## src/rtl/ad7606_par_ctrl.sv

```systemverilog
// AD7606 parallel-mode controller: chip reset, periodic CONVST, BUSY wait, CS/RD readout to a valid/ready stream.
// Define AD7606_FRSTDATA_CHK_EN to verify FRSTDATA on every captured word.
module ad7606_par_ctrl #(
    parameter int unsigned NUM_CH      = 8,
    parameter int unsigned DATA_W      = 16,
    parameter int unsigned SAMPLE_DIV  = 250,
    parameter int unsigned RESET_CYC   = 16,
    parameter int unsigned CONVST_LOW  = 3,
    parameter int unsigned BUSY_SETTLE = 6,
    parameter int unsigned RD_LOW      = 2,
    parameter int unsigned RD_HIGH     = 2,
    parameter int unsigned BUSY_TMO    = 4096
) (
    input  logic              clk,
    input  logic              rst_n,
    input  logic              enable,
    input  logic [2:0]        os_cfg,
    input  logic              range_cfg,
    input  logic              err_clr,
    input  logic [DATA_W-1:0] ad_data,
    input  logic              ad_busy,
    input  logic              ad_frstdata,
    output logic [2:0]        ad_os,
    output logic              ad_range,
    output logic              ad_par_ser_n,
    output logic              ad_reset,
    output logic              ad_convst,
    output logic              ad_cs_n,
    output logic              ad_rd_n,
    output logic              m_valid,
    input  logic              m_ready,
    output logic [DATA_W-1:0] m_data,
    output logic [2:0]        m_ch,
    output logic              m_last,
    output logic              err_overrun,
    output logic              err_timeout,
    output logic              err_frst
);

    function automatic int unsigned max2(input int unsigned a, input int unsigned b);
        return (a > b) ? a : b;
    endfunction

    localparam int unsigned SC_MAX = max2(max2(max2(RESET_CYC, CONVST_LOW), max2(BUSY_SETTLE, RD_LOW)),
                                          max2(RD_HIGH, BUSY_TMO));
    localparam int unsigned SC_W   = $clog2(SC_MAX + 1);
    localparam int unsigned PC_W   = $clog2(SAMPLE_DIV);

    typedef enum logic [2:0] {
        S_RST, S_IDLE, S_CONV, S_SETTLE, S_BUSYW, S_RDL, S_RDH, S_DONE
    } state_t;

    state_t            state;
    logic [SC_W-1:0]   sc;
    logic [PC_W-1:0]   pcnt;
    logic [2:0]        widx;
    logic              tick;
    logic              frst_bad;
    logic              err_frst_q;

    assign tick         = (pcnt == PC_W'(SAMPLE_DIV - 1));
    assign ad_par_ser_n = 1'b0;
    assign err_frst     = err_frst_q;

`ifdef AD7606_FRSTDATA_CHK_EN
    assign frst_bad = (widx == 3'd0) ? !ad_frstdata : ad_frstdata;
`else
    assign frst_bad = ad_frstdata & 1'b0;
`endif

    always_ff @(posedge clk) begin
        if (!rst_n) begin
            state       <= S_RST;
            sc          <= '0;
            pcnt        <= '0;
            widx        <= '0;
            ad_reset    <= 1'b1;
            ad_convst   <= 1'b1;
            ad_cs_n     <= 1'b1;
            ad_rd_n     <= 1'b1;
            ad_os       <= '0;
            ad_range    <= 1'b1;
            m_valid     <= 1'b0;
            m_data      <= '0;
            m_ch        <= '0;
            m_last      <= 1'b0;
            err_overrun <= 1'b0;
            err_timeout <= 1'b0;
            err_frst_q  <= 1'b0;
        end else begin
            if (state == S_RST || tick)
                pcnt <= '0;
            else
                pcnt <= pcnt + 1'b1;

            if (m_valid && m_ready)
                m_valid <= 1'b0;

            // error sets below are later in the block, so a coincident set beats err_clr
            if (err_clr) begin
                err_overrun <= 1'b0;
                err_timeout <= 1'b0;
                err_frst_q  <= 1'b0;
            end
            if (tick && state != S_IDLE)
                err_overrun <= 1'b1;

            case (state)
                S_RST: begin
                    if (sc == SC_W'(RESET_CYC - 1)) begin
                        sc       <= '0;
                        ad_reset <= 1'b0;
                        state    <= S_IDLE;
                    end else begin
                        sc <= sc + 1'b1;
                    end
                end
                S_IDLE: begin
                    if (tick && enable) begin
                        ad_os     <= os_cfg;
                        ad_range  <= range_cfg;
                        ad_convst <= 1'b0;
                        sc        <= '0;
                        state     <= S_CONV;
                    end
                end
                S_CONV: begin
                    if (sc == SC_W'(CONVST_LOW - 1)) begin
                        ad_convst <= 1'b1;
                        sc        <= '0;
                        state     <= S_SETTLE;
                    end else begin
                        sc <= sc + 1'b1;
                    end
                end
                S_SETTLE: begin
                    if (sc == SC_W'(BUSY_SETTLE - 1)) begin
                        sc    <= '0;
                        state <= S_BUSYW;
                    end else begin
                        sc <= sc + 1'b1;
                    end
                end
                S_BUSYW: begin
                    if (!ad_busy) begin
                        ad_cs_n <= 1'b0;
                        ad_rd_n <= 1'b0;
                        widx    <= '0;
                        sc      <= '0;
                        state   <= S_RDL;
                    end else if (sc == SC_W'(BUSY_TMO - 1)) begin
                        err_timeout <= 1'b1;
                        ad_reset    <= 1'b1;
                        pcnt        <= '0;
                        sc          <= '0;
                        state       <= S_RST;
                    end else begin
                        sc <= sc + 1'b1;
                    end
                end
                S_RDL: begin
                    if (sc == SC_W'(RD_LOW - 1)) begin
                        ad_rd_n <= 1'b1;
                        sc      <= '0;
                        if (frst_bad) begin
                            err_frst_q <= 1'b1;
                            ad_cs_n    <= 1'b1;
                            state      <= S_IDLE;
                        end else begin
                            m_valid <= 1'b1;
                            m_data  <= ad_data;
                            m_ch    <= widx;
                            m_last  <= (widx == 3'(NUM_CH - 1));
                            state   <= S_RDH;
                        end
                    end else begin
                        sc <= sc + 1'b1;
                    end
                end
                S_RDH: begin
                    // sc saturates at RD_HIGH-1; leave only once the pending word is taken
                    if (sc != SC_W'(RD_HIGH - 1))
                        sc <= sc + 1'b1;
                    if (sc == SC_W'(RD_HIGH - 1) && (!m_valid || m_ready)) begin
                        sc <= '0;
                        if (widx == 3'(NUM_CH - 1)) begin
                            state <= S_DONE;
                        end else begin
                            widx    <= widx + 3'd1;
                            ad_rd_n <= 1'b0;
                            state   <= S_RDL;
                        end
                    end
                end
                S_DONE: begin
                    ad_cs_n <= 1'b1;
                    state   <= S_IDLE;
                end
                default: state <= S_RST;
            endcase
        end
    end

endmodule

```

## config.mk

```make
export PLATFORM = sky130hd
export DESIGN_NAME = ad7606_par_ctrl
export DESIGN_NICKNAME = d
export VERILOG_FILES = /design/src/rtl/ad7606_par_ctrl.sv
export SDC_FILE = /design/constraint.sdc
export NUM_CORES = 1
export LEC_CHECK = 0
export CAP_MARGIN = 25
export CORE_MARGIN = 3
export CORE_UTILIZATION = 51
export CTS_CLUSTER_SIZE = 25
export DETAILED_ROUTE_END_ITERATION = 10
export HOLD_SLACK_MARGIN = 0.06
export PLACE_DENSITY_LB_ADDON = 0.05
export RECOVER_POWER = 100
export SETUP_SLACK_MARGIN = 0.05
export SLEW_MARGIN = 20
export SYNTH_ARGS = -nofsm -noshare
export SYNTH_HDL_FRONTEND = slang
export SYNTH_SLANG_ARGS = --single-unit
```

## constraint.sdc

```tcl
create_clock -name clk -period 3.4 [get_ports clk]
set_clock_uncertainty 0.2 [all_clocks]
set_input_delay 0.68 -clock clk [delete_from_list [all_inputs] [get_ports clk]]
set_output_delay 0.68 -clock clk [all_outputs]
set_load 0.01 [all_outputs]
```

==> results of run 1 <==
power breakdown:
part / switching (µW) / internal (µW)
Clock: 276 / 334
Combinational: 28.7 / 38.6
Sequential: 6.19 / 683
cell usage after synthesis, types with 2 or more instances:
cell type | number | area (µm²)
nand3_1 | 13 | 65.1
xnor2_1 | 2 | 17.5
nor2_1 | 27 | 101
xor2_1 | 4 | 35.0
and2_1 | 3 | 18.8
mux2i_1 | 6 | 60.1
a31oi_1 | 5 | 31.3
ha_1 | 7 | 87.6
nand4_1 | 6 | 37.5
o22ai_1 | 6 | 37.5
a21oi_1 | 38 | 190
nor3b_1 | 3 | 22.5
dfxtp_1 | 58 | 1160
inv_1 | 9 | 33.8
o2111ai_1 | 2 | 17.5
o21ai_1 | 2 | 10.0
buf_4 | 3 | 22.5
o211ai_1 | 10 | 75.1
a211o_1 | 2 | 17.5
nor4_1 | 4 | 25.0
o21a_1 | 3 | 22.5
nand2b_1 | 6 | 37.5
nand4b_1 | 2 | 17.5
nor3_1 | 7 | 35.0
o21ai_0 | 11 | 55.1
clkbuf_1 | 14 | 52.6
buf_2 | 6 | 30.0
nor2b_1 | 6 | 37.5
nand2_1 | 66 | 248
and4_1 | 2 | 17.5
buf_6 | 2 | 22.5
or4_4 | 2 | 22.5
nor4b_1 | 3 | 26.3
or4_1 | 2 | 15.0
and3_1 | 3 | 18.8
worst min path at each step:
stage	start	end	slack, ns	cells past startpoint
after floorplan	pcnt[0]	pcnt[0]	0.24	1
after global placement	m_data[0]	m_data[0]	0.24	2
after detailed placement	m_data[7]	m_data[7]	0.24	2
after CTS	m_data[1]	m_data[1]	0.25	2
after global routing	m_ch[1]	m_ch[1]	0.27	2
final	m_data[10]	m_data[10]	0.25	2
registers in the layout (all words and copies together) (netlist names):
name	count
sc	13
err_timeout	1
ad_rd_n	1
ad_convst	1
pcnt	8
err_overrun	1
state	3
ad_reset	1
m_data	16
ad_cs_n	1
m_ch	3
widx	3
m_valid	1
ad_range	1
ad_os	3
m_last	1
routing by layer:
layer	wire, µm	vias up
met2	2970	72
met1	2960	1231
met5	0	-
met4	84	0
li1	-	1378
met3	399	7
cell families (layout without fill, tap and decap cells):
group	Yosys count	count (layout)	synth area share (%)
multiplexers	6	6	2.11
adder cells (fa/ha/maj)	7	7	3.07
AND/OR/NAND/NOR	161	161	28.5
XOR/XNOR	6	6	1.84
flip-flops	58	58	40.8
buffers and inverters	35	94	5.80
other	1	2	0.132
AO/OA/AOI/OAI	85	85	17.8
metrics by stage:
| stage | total power (µW) | utilization, % | worst slack (ns) | area (µm²) |
|---|---|---|---|---|
| 2_1_floorplan | 734 | - | 1.05 | 2850 |
| 3_3_place_gp | 773 | 65.7 | 0.581 | 3460 |
| 5_1_grt | 1430 | 68.9 | 0.180 | 3630 |
| 3_5_place_dp | 774 | 65.7 | 0.557 | 3460 |
| 4_1_cts | 1390 | 69.4 | 0.533 | 3660 |
| 6_report | 1370 | 68.9 | 0.444 | 3630 |
layout make-up:
class,instances,share of cell area [%]
clock inverters,7,1.93
inverters,10,1.03
well taps,70,2.41
flip-flops and latches,58,32.0
multi-input cells,267,41.9
repair buffers,68,17.3
clock buffers,9,3.41
worst max-delay path, delay by kind of cell, from the launching register on:
family	cells	cell delay [ns]
compound gates	4	1.04
buf+inv	1	0.21
flops	1	0.36
simple gates	2	1.04
==> results.toml, run 1 <==
[global_route]
grt_remaining_overflow = 0
groute.usage.overall_pct = 22.0
antenna_found_initial = 0
busiest_layer = "met2"
gr-usage-met2_pct = 36.0
grt_max_degree = 26
grt_pass1_wl_um = 11200
met3_usage_pct = 6.32
use_met1_pct = 27.2
first_global_vias = 2514

[setup_path]
r2r_slack_ns = 0.44
worst-setup-path-type = "register to register"
reg2reg_depth = 7
crit_path_end = "state[1]"
crit_path_end_kind = "register"
critPathMaxFanout = 14
startpoint = "sc[8]"
startpoint_type = "register"
crit_chain = "or4_4 -> nor4_1 -> o21ai_1 -> a31o_1 -> clkbuf_1 -> a211o_1 -> o32ai_1"
cp_slowest_cell = "or4_4"
critical_path_required_ns = 3.45
rr_endpoint = "state[1]"
reg2reg_from = "sc[8]"
worst_path_largest_cell_delay_ns = 0.59
cp.arrival_ns = 3.00

[drt]
wire_per_inst_um = 13.1
drc = 0
via_count = 2688
drt_wl_total_um = 6420
drt_pass1_iterations = 4
first_iter_violations = 187
drtAntennaViolNets = 0
post_drt_via_cell_ratio = 5.50

[clocking]
cts_hold_buf = 0
clk_latency_ns = 0.34
postCtsSetupBuffers = 0
clkSlewWorstSetupHoldPaths_ns = 0.07
cts_root_buffer = "clkbuf_8"
cts_max_level = 3
cts_tree = "built"
cts_resized = 0
clock_sinks = 58
cts_buffers = 9
cts_buffer_depth = 2

[synth]
netlist_instances = 359
yosys_warnings = 0
ys_ff_latch = 58
avgSynthCellArea_um2 = 7.94
synth-edff-count = 0
async_reset_ff_share_pct = 0
yosysSeqAreaShare_pct = 40.8
synthFlopType = "dfxtp_1"
yosys.cell_types.count = 49
synth_area_um2 = 2850

[finish]
syn_to_final_growth_pct = 27.4
seq_area_um2 = 1160
fin_nets = 448
nFillCells = 475
drive_above_1_share_pct = 6.44
antennaDiodeCount = 0
stdcell_count = 489
multi_input_area_um2 = 1520
final_common_cell = "nand2_1"
final_cell_mix = "66 x nand2_1, 58 x dfxtp_1, 38 x a21oi_1, 32 x dlygate4sd3_1, 27 x nor2_1"

[power]
power_density_nw_per_um2 = 377
p_leak_uw = 0.00131
peakVddDrop_mv = 0.502

[sta]
fin_crit_sh_pct = 87.0
setup_viol = 0
rsz0062_at_grt = "false"
fmax_mhz = 338
slew_headroom_pct = 25.6
layout_min_cycle_time_ns = 2.96
drv_slew = 0
hold_viol = 0
max_slew.worst_pin.slew_ns = 1.12
timing.setup.tns_ns = 0
holdWs_ns = 0.246

[outcome]
outcome = "completed"

[floorplan]
coreArea_um2 = 5270
die_area_um2 = 6520
start_util_pct = 54.1
rows = 26
die_x_um = 80.7
die_h_um = 80.7
num_io_pins = 60

[min_path]
worstHoldPathType = "register to register"

[placed_design]
gp_congestion = 0.867
hpwl_um = 4440
io_buffer_count = 56
dpl.cell_count = 473

[flow_run]
cap_violations = 0
(Power assumes the default switching activity.)
==> run 2, diff against run 1 <==
--- a/config.mk
+++ b/config.mk
@@ -12,2 +12,3 @@
 export DETAILED_ROUTE_END_ITERATION = 10
+export GPL_TIMING_DRIVEN = 0
 export HOLD_SLACK_MARGIN = 0.06
--- a/constraint.sdc
+++ b/constraint.sdc
@@ -4,2 +4,2 @@
 set_output_delay 0.68 -clock clk [all_outputs]
-set_load 0.01 [all_outputs]
+set_load 0.05 [all_outputs]
==> run 2 against run 1 <==
  * Setup slack better by 0.041 ns
  * Final cell count grew 2.2%
  * Register-to-register slack improved by 0.04 ns
  * Sequential share of layout area decreased by 0.14 points
  * First-iteration DRC count grew 16%
  * Sequential power about the same
  * Die area stayed put
  * Via count grew 1.9%
  * Count of clock-buffer cells in the layout increased by 2
  * Final area increased by 0.45%
  * Critical endpoint unchanged
==> results.toml, run 2 (synthesis results as in run 1) <==
[power]
p_leak_uw = 0.00133
power_density_nw_per_um2 = 355
peakVddDrop_mv = 0.219

[sta]
timing.setup.tns_ns = 0
max_slew.worst_pin.slew_ns = 0.770
setup_viol = 0
fmax_mhz = 343
drv_slew = 0
setup_ws_ns = 0.484
rsz0062_at_grt = "false"
fin_crit_sh_pct = 85.8
layout_min_cycle_time_ns = 2.92
slew_headroom_pct = 48.3
hold_viol = 0

[floorplan]
die_area_um2 = 6520
coreArea_um2 = 5270
die_x_um = 80.7
rows = 26
start_util_pct = 54.1
die_h_um = 80.7
num_io_pins = 60

[drt]
drt_wl_total_um = 6850
via_count = 2740
drt_pass1_iterations = 4
drc = 0
post_drt_via_cell_ratio = 5.48
drtAntennaViolNets = 0
first_iter_violations = 216
wire_per_inst_um = 13.7

[clocking]
cts_max_level = 3
cts_resized = 0
cts_hold_buf = 0
cts_buffers = 9
clkSlewWorstSetupHoldPaths_ns = 0.06
clock_sinks = 58
cts_root_buffer = "clkbuf_8"
cts_buffer_depth = 2
clk_latency_ns = 0.33
cts_tree = "built"
postCtsSetupBuffers = 0

[finish]
drive_above_1_share_pct = 5.58
top_register = "m_data"
fin_nets = 461
stdcell_count = 500
finish.utilization_pct = 69.2
largestRegisters = "m_data (16), sc (13), pcnt (8)"
final_common_cell = "nand2_1"
final_cell_mix = "66 x nand2_1, 58 x dfxtp_1, 38 x a21oi_1, 32 x dlygate4sd3_1, 27 x nor2_1"
largest_register_ffs = 16
antennaDiodeCount = 0
syn_to_final_growth_pct = 27.9

[setup_path]
cp_slowest_cell = "or4_1"
cp.arrival_ns = 2.91
crit_chain = "or4_1 -> nor4_1 -> o21ai_1 -> a31o_1 -> clkbuf_1 -> a211oi_1 -> o32ai_1"
critPathMaxFanout = 10
reg2reg_from = "sc[8]"
startpoint_type = "register"
crit_path_end_kind = "register"
rr_endpoint = "state[1]"
worst-setup-path-type = "register to register"
critical_path_required_ns = 3.40
r2r_slack_ns = 0.48
worst_path_largest_cell_delay_ns = 0.65
reg2reg_depth = 7

[global_route]
grt_remaining_overflow = 0
grt_pass1_wl_um = 11900
grt_max_degree = 11
groute.usage.overall_pct = 23.0
antenna_found_initial = 0
first_global_vias = 2608

[min_path]
worstHoldPathType = "register to register"
hold_depth = 2
min_to = "m_data[9]"
min-delay-start = "m_data[9]"

[outcome]
outcome = "completed"

[placed_design]
place_worst_setup_slack_ns = 0.414
hpwl_um = 4920
io_buffer_count = 56
gp_congestion = 0.917
dpl.cell_count = 486

[flow_run]
cap_violations = 0
run 2: cell types whose count changed in the layout (fill, tap and decap cells not counted), sizes merged:
| cell | before | now |
|---|---|---|
| buf | 6 | 7 |
| clkinvlp | 4 | 1 |
| bufinv | 1 | 0 |
| clkbuf | 15 | 29 |
run 2: worst max path at each step:
| stage | startpoint | to | slack, ns | cells after the start |
|---|---|---|---|---|
| after CTS | sc[3] | state[1] | 0.67 | 8 |
| after global routing | sc[8] | state[1] | 0.22 | 7 |
| after floorplan | sc[5] | state[1] | 1.05 | 8 |
| final | sc[8] | state[1] | 0.48 | 7 |
| after global placement | m_ready | sc[11] | 0.41 | 7 |
| after detailed placement | m_ready | sc[3] | 0.41 | 7 |
run 2: stage by stage:
stage                     hold WS, ns  instance area [µm²]  power (µW)
final                           0.247                 3640        1290
after global routing            0.269                 3640        1340
after CTS                       0.251                 3660        1310
after detailed placement        0.242                 3500         783
after global placement          0.238                 3500         782
after floorplan                 0.245                 2850         741
run 2: cell type report:
type / instances / area, µm²
fillers: 464 / 1630
multi-input cells: 267 / 1520
clock inverters: 3 / 17.5
inverters: 10 / 37.5
plain buffers: 25 / 123
well taps: 70 / 87.6
clock buffers: 11 / 141
repair buffers: 56 / 561
flip-flops and latches: 58 / 1160
run 2: worst max-delay path, delay by kind of cell (launching register included):
family          cells  cell delay (ns)
simple gates        2             1.07
flops               1             0.36
compound gates      4             0.87
buf+inv             1             0.28
run 2: power breakdown:
group          switching (µW)  total [µW]  internal [µW]
logic                    38.1        78.9           40.8
registers                4.50         688            684
clock network             254         528            273
run 2: layer usage:
layer  GRT usage [%]  vias to the layer above  share of wire (%)
li1                -                     1398                  -
met1            29.7                     1249                 47
met2            37.3                       86                 45
met3            5.54                        7                7.0
met4            8.95                        0               0.86
met5               0                        -                  0
==> run 3, diff against run 2 <==
- CTS_CLUSTER_DIAMETER: unset -> 80
==> results of run 3 <==
No change in the layout: final DEF, timing and power equal those of run 2.
